===== src/rtl/regfile_mp.sv =====
// Multi-port register file with two write ports, NUM_RD combinational read ports,
// write-to-read bypass and a sequential clear sweep that runs after reset or on request.
module regfile_mp #(
  parameter int DATA_W   = 32,
  parameter int ADDR_W   = 5,
  parameter int NUM_RD   = 2,
  parameter int ZERO_REG = 1
) (
  input  logic                     clk,
  input  logic                     rst_n,
  input  logic                     we0,
  input  logic                     we1,
  input  logic [ADDR_W-1:0]        waddr0,
  input  logic [ADDR_W-1:0]        waddr1,
  input  logic [DATA_W-1:0]        wdata0,
  input  logic [DATA_W-1:0]        wdata1,
  input  logic [NUM_RD-1:0]        re,
  input  logic [NUM_RD*ADDR_W-1:0] raddr,
  output logic [NUM_RD*DATA_W-1:0] rdata,
  input  logic                     clr_req,
  output logic                     ready
);

  localparam int NUM_REGS = 1 << ADDR_W;

  typedef enum logic {ST_CLEAR, ST_IDLE} state_t;

  state_t            r_state, w_state_nxt;
  logic [ADDR_W-1:0] r_idx, w_idx_nxt;
  logic              r_ready;
  logic [DATA_W-1:0] r_mem [NUM_REGS];

  logic              w_idle;
  logic              w_clr;
  logic              w_wen0, w_wen1;
  logic [ADDR_W-1:0] w_ra;

  assign w_idle = (r_state == ST_IDLE);
  assign w_clr  = rst_n && !w_idle;
  // A write to register 0 with ZERO_REG set is dropped here, so it also never bypasses.
  assign w_wen0 = rst_n && w_idle && we0 && !((ZERO_REG != 0) && (waddr0 == '0));
  assign w_wen1 = rst_n && w_idle && we1 && !((ZERO_REG != 0) && (waddr1 == '0));
  assign ready  = r_ready;

  // NOTE: every signal written in always_comb gets a default first, otherwise a latch is inferred.
  always_comb begin
    w_state_nxt = r_state;
    w_idx_nxt   = r_idx;
    case (r_state)
      ST_CLEAR: begin
        w_idx_nxt = r_idx + ADDR_W'(1);
        if (r_idx == '1) w_state_nxt = ST_IDLE;
      end
      ST_IDLE: begin
        if (clr_req) begin
          w_state_nxt = ST_CLEAR;
          w_idx_nxt   = '0;
        end
      end
    endcase
  end

  // NOTE: sequential state uses non-blocking assignments so all registers update together.
  always_ff @(posedge clk) begin
    if (!rst_n) begin
      r_state <= ST_CLEAR;
      r_idx   <= '0;
      r_ready <= 1'b0;
    end else begin
      r_state <= w_state_nxt;
      r_idx   <= w_idx_nxt;
      r_ready <= (w_state_nxt == ST_IDLE);
    end
  end

  // NOTE: the storage array has no reset; the clear sweep zeroes it one entry per cycle.
  always_ff @(posedge clk) begin
    if (w_clr) r_mem[r_idx] <= '0;
    if (w_wen0) r_mem[waddr0] <= wdata0;
    if (w_wen1) r_mem[waddr1] <= wdata1;
  end

  // Port 1 is checked first so it wins both the bypass and the stored value on a collision.
  always_comb begin
    rdata = '0;
    w_ra  = '0;
    for (int k = 0; k < NUM_RD; k++) begin
      w_ra = raddr[k*ADDR_W +: ADDR_W];
      if (!w_idle || !re[k]) begin
        rdata[k*DATA_W +: DATA_W] = '0;
      end else if ((ZERO_REG != 0) && (w_ra == '0)) begin
        rdata[k*DATA_W +: DATA_W] = '0;
      end else if (w_wen1 && (waddr1 == w_ra)) begin
        rdata[k*DATA_W +: DATA_W] = wdata1;
      end else if (w_wen0 && (waddr0 == w_ra)) begin
        rdata[k*DATA_W +: DATA_W] = wdata0;
      end else begin
        rdata[k*DATA_W +: DATA_W] = r_mem[w_ra];
      end
    end
  end

endmodule

===== config.mk =====
export PLATFORM = sky130hd
export DESIGN_NAME = regfile_mp
export DESIGN_NICKNAME = d
export VERILOG_FILES = /design/src/rtl/regfile_mp.sv
export SDC_FILE = /design/constraint.sdc
export NUM_CORES = 2
export LEC_CHECK = 0
export BUFFER_PORTS_ARGS = -buffer_cell sky130_fd_sc_hd__buf_4
export CELL_PAD_IN_SITES_DETAIL_PLACEMENT = 1
export CELL_PAD_IN_SITES_GLOBAL_PLACEMENT = 2
export CORE_ASPECT_RATIO = 0.75
export CORE_MARGIN = 1
export CORE_UTILIZATION = 38
export CTS_CLUSTER_DIAMETER = 200
export DETAILED_ROUTE_END_ITERATION = 8
export PLACE_DENSITY_LB_ADDON = 0.1
export SETUP_SLACK_MARGIN = 0.02
export SLEW_MARGIN = 5
export SYNTH_ARGS = -nofsm -noshare
export SYNTH_HDL_FRONTEND = slang
export SYNTH_SLANG_ARGS = --single-unit

===== constraint.sdc =====
create_clock -name clk -period 4.3 [get_ports clk]
set_clock_uncertainty 0.2 [all_clocks]
set_input_delay 0.86 -clock clk [delete_from_list [all_inputs] [get_ports clk]]
set_output_delay 0.86 -clock clk [all_outputs]
set_load 0.1 [all_outputs]

==> run_results.csv <==
group,metric,value,unit
run_status,status,"completed",
clock_network,cts-htree-levels,3,
setup_path,crit_arrival,3.22,ns
placement,portBuffers,155,
routing,drc_errors,0,
sta,maxSlewHeadroom,38.2,%
floorplan,core,158000,µm²
routing,wl_met3,21800,µm
synthesis,ys_top_cells_by_area,"edfxtp_1, mux2i_1, o21ai_0",
routing,wire_per_inst,34.1,µm
clock_network,cts_hold_buf,0,
clock_network,clk_latency,0.75,ns
sta,min_period,4.28,ns
global_route,overflow,0,
cells_and_area,fillers,16765,
sta,max_freq,234,MHz
synthesis,synthSimpleGateAreaFrac,9.89,%
routing,dr.first_iter.drc_count,6429,
routing,vias_per_cell,6.36,
synthesis,synthAdderAreaFrac,0.0413,%
sta,rsz0062_at_grt,"no",
floorplan,die_x,463,µm
synthesis,postSynthAreaPerCell,10.4,µm²
routing,topRoutingLayerUsed,"met5",
clock_network,cts_root_buffer,"clkbuf_16",
clock_network,cts_sinks,1030,
setup_path,required,3.24,ns
pwr,peakVddDrop,0.360,mV
cells_and_area,syn2layout_area_growth,16.3,%
floorplan,die-area,161000,µm²
floorplan,die_h,348,µm
floorplan,io_pins,156,
pwr,p_per_area,322,nW/µm²
cells_and_area,drive_above_1_share,14.7,%
routing,first_pass_iters,5,
synthesis,yosys_warnings,0,
global_route,grt_pass1_wl,377000,µm
sta,tightestPinTransition,0.927,ns
synthesis,synth-seq-cells,1030,
routing,dr_total_vias,50402,
setup_path,cp_max_fo,14,
routing,met1_length,126000,µm
setup_path,critical_path_class,"in2out",
synthesis,synth_top_family_by_area,"multiplexers",
synthesis,yosys.area.top_type,"edfxtp_1",
synthesis,synthFlopType,"edfxtp_1",
global_route,grt_max_degree,65,
synthesis,synth_compound_area_share,16.3,%
global_route,grt_pass1_vias,49283,
pwr,power.leakage,0.0252,µW
cells_and_area,fin_cells,7923,
floorplan,rows,126,
sta,setup_slack,0.0249,ns
flow_run,max_cap_viol_count,0,
synthesis,synth_fp_nets,5917,
placement,gp_congestion,0.840,
synthesis,synth_mux_area_share,16.9,%
global_route,grt_use_total,32.8,%
routing,wl_met2,113000,µm
setup_path,cp-end-kind,"primary output",
cells_and_area,final_core_util,44.6,%
synthesis,synthCells,5824,
sta,setup_tns,0,ns
synthesis,ys_types,50,
routing,ant_nets,0,
synthesis,synth-edff-count,1024,
synthesis,syn_area,60500,µm²
placement,dp.cells,7705,
synthesis,async_reset_ff_share,0,%
clock_network,cts_tree,"done",
cells_and_area,nets,5807,
setup_path,start_kind,"input port",
routing,drt-total-wl,270000,µm
synthesis,synth_xor_area_share,0.304,%
placement,preCtsSetupSlack,-0.254,ns
hold_path,hp-class,"in2reg",
setup_path,rrSetupSlack,1.15,ns
sta,setup_viol,0,
floorplan,initial_core_util,38.4,%
sta,maxSlewViolCount,0,
sta,fin_crit_sh,99.4,%
synthesis,ys_seq_area_share,51.0,%
clock_network,cts_buffer_depth,3,
sta,hold_violations,0,
clock_network,cts-buffers-inserted,115,
clock_network,path_clk_slew,0.06,ns
sta,holdWs,0.265,ns
synthesis,synth_top_area_share,50.8,%
placement,dp_hpwl,165000,µm
global_route,antenna_found_initial,6,
## power by group
part	total, µW	switching, µW	internal (µW)
registers	11000	30.5	10900
clock network	9940	4410	5530
logic	1730	1120	607
## cell families after synthesis
group	count (synthesis)
compound gates	1626
flops	1030
mux	1024
xor+xnor	21
fa+ha+maj	2
simple gates	1351
buf+inv	770
## final cells by class
| cell class | count | area (µm²) | area share [%] |
|---|---|---|---|
| Sequential cell | 1030 | 30900 | 43.9 |
| Multi-Input combinational cell | 4024 | 27400 | 38.9 |
| Timing Repair Buffer | 507 | 5700 | 8.11 |
| Clock buffer | 134 | 2990 | 4.25 |
| Tap cell | 2112 | 2640 | 3.75 |
| Clock inverter | 79 | 647 | 0.919 |
| Inverter | 36 | 135 | 0.192 |
| Antenna cell | 1 | 2.50 | 0.00356 |
## final timing paths
check,from,to,depth (start not counted)
max,waddr0[2],rdata[53],9
min,clr_req,r_idx[3]$_SDFFE_PN0P_,3
max reg2reg,ready$_SDFF_PN0_,r_mem[2][20]$_DFFE_PP_,8
min reg2reg,r_idx[2]$_SDFFE_PN0P_,r_idx[2]$_SDFFE_PN0P_,2
## timing repair
action | CTS | global route
buffers inserted | 3 | 1
setup endpoints to repair | 42 | 49
pin swaps | 2 | 3
resized for setup | 20 | 21
## layout by cell type (no fill, tap or decap), drive strengths merged, types with 38 or more instances in the layout
cell	instances
a221o	64
buf	507
nand4	131
edfxtp	1024
nand2	1048
mux2i	1024
a22oi	514
nor4	80
clkinv	66
inv	38
clkbuf	134
o21ai	1002
## synthesized netlist by cell type, types with 3 or more instances
master and instances:
a21oi_1 3, a221o_1 64, a22oi_1 514, and2_1 4, and3_1 3, and4b_1 8
buf_1 32, buf_2 263, buf_4 27, buf_6 5, clkbuf_1 402, clkbuf_2 5
dfxtp_1 6, edfxtp_1 1024, inv_1 36, mux2i_1 1024, nand2_1 1048, nand2b_1 7
nand3_1 8, nand4_1 131, nor2_1 10, nor2_4 3, nor2b_1 4, nor3_1 13
nor4_1 76, nor4_2 4, nor4b_2 7, nor4bb_1 12, o21a_1 3, o21ai_0 912
o21ai_1 89, o21bai_1 24, o22ai_1 10, xnor2_1 16, xor2_1 5
## critical path, stage by stage
cell and delay (ns):
buf_4 0.11, or4_4 0.56, o21ai_4 0.28, nor4_4 0.05, buf_4 0.18, buf_4 0.25, nor4_2 0.41, a221o_2 0.19
buf_4 0.29
## metrics by stage
step,power [µW],area [µm²]
after floorplan,12100,60700
after global placement,12900,66500
after detailed placement,12900,66500
after CTS,22700,70300
after global routing,23100,70400
final,22600,70400
## metal layers
| layer | GRT usage [%] | up-vias |
|---|---|---|
| li1 | - | 21593 |
| met1 | 50.0 | 26188 |
| met2 | 47.5 | 2231 |
| met3 | 4.86 | 388 |
| met4 | 9.64 | 2 |
| met5 | 0 | - |
## sequential cells by signal, indices dropped and copies added, names as in the netlist
register	flops
r_idx	5
r_mem	1024
ready	1
Power figures use the tool's default switching activity.
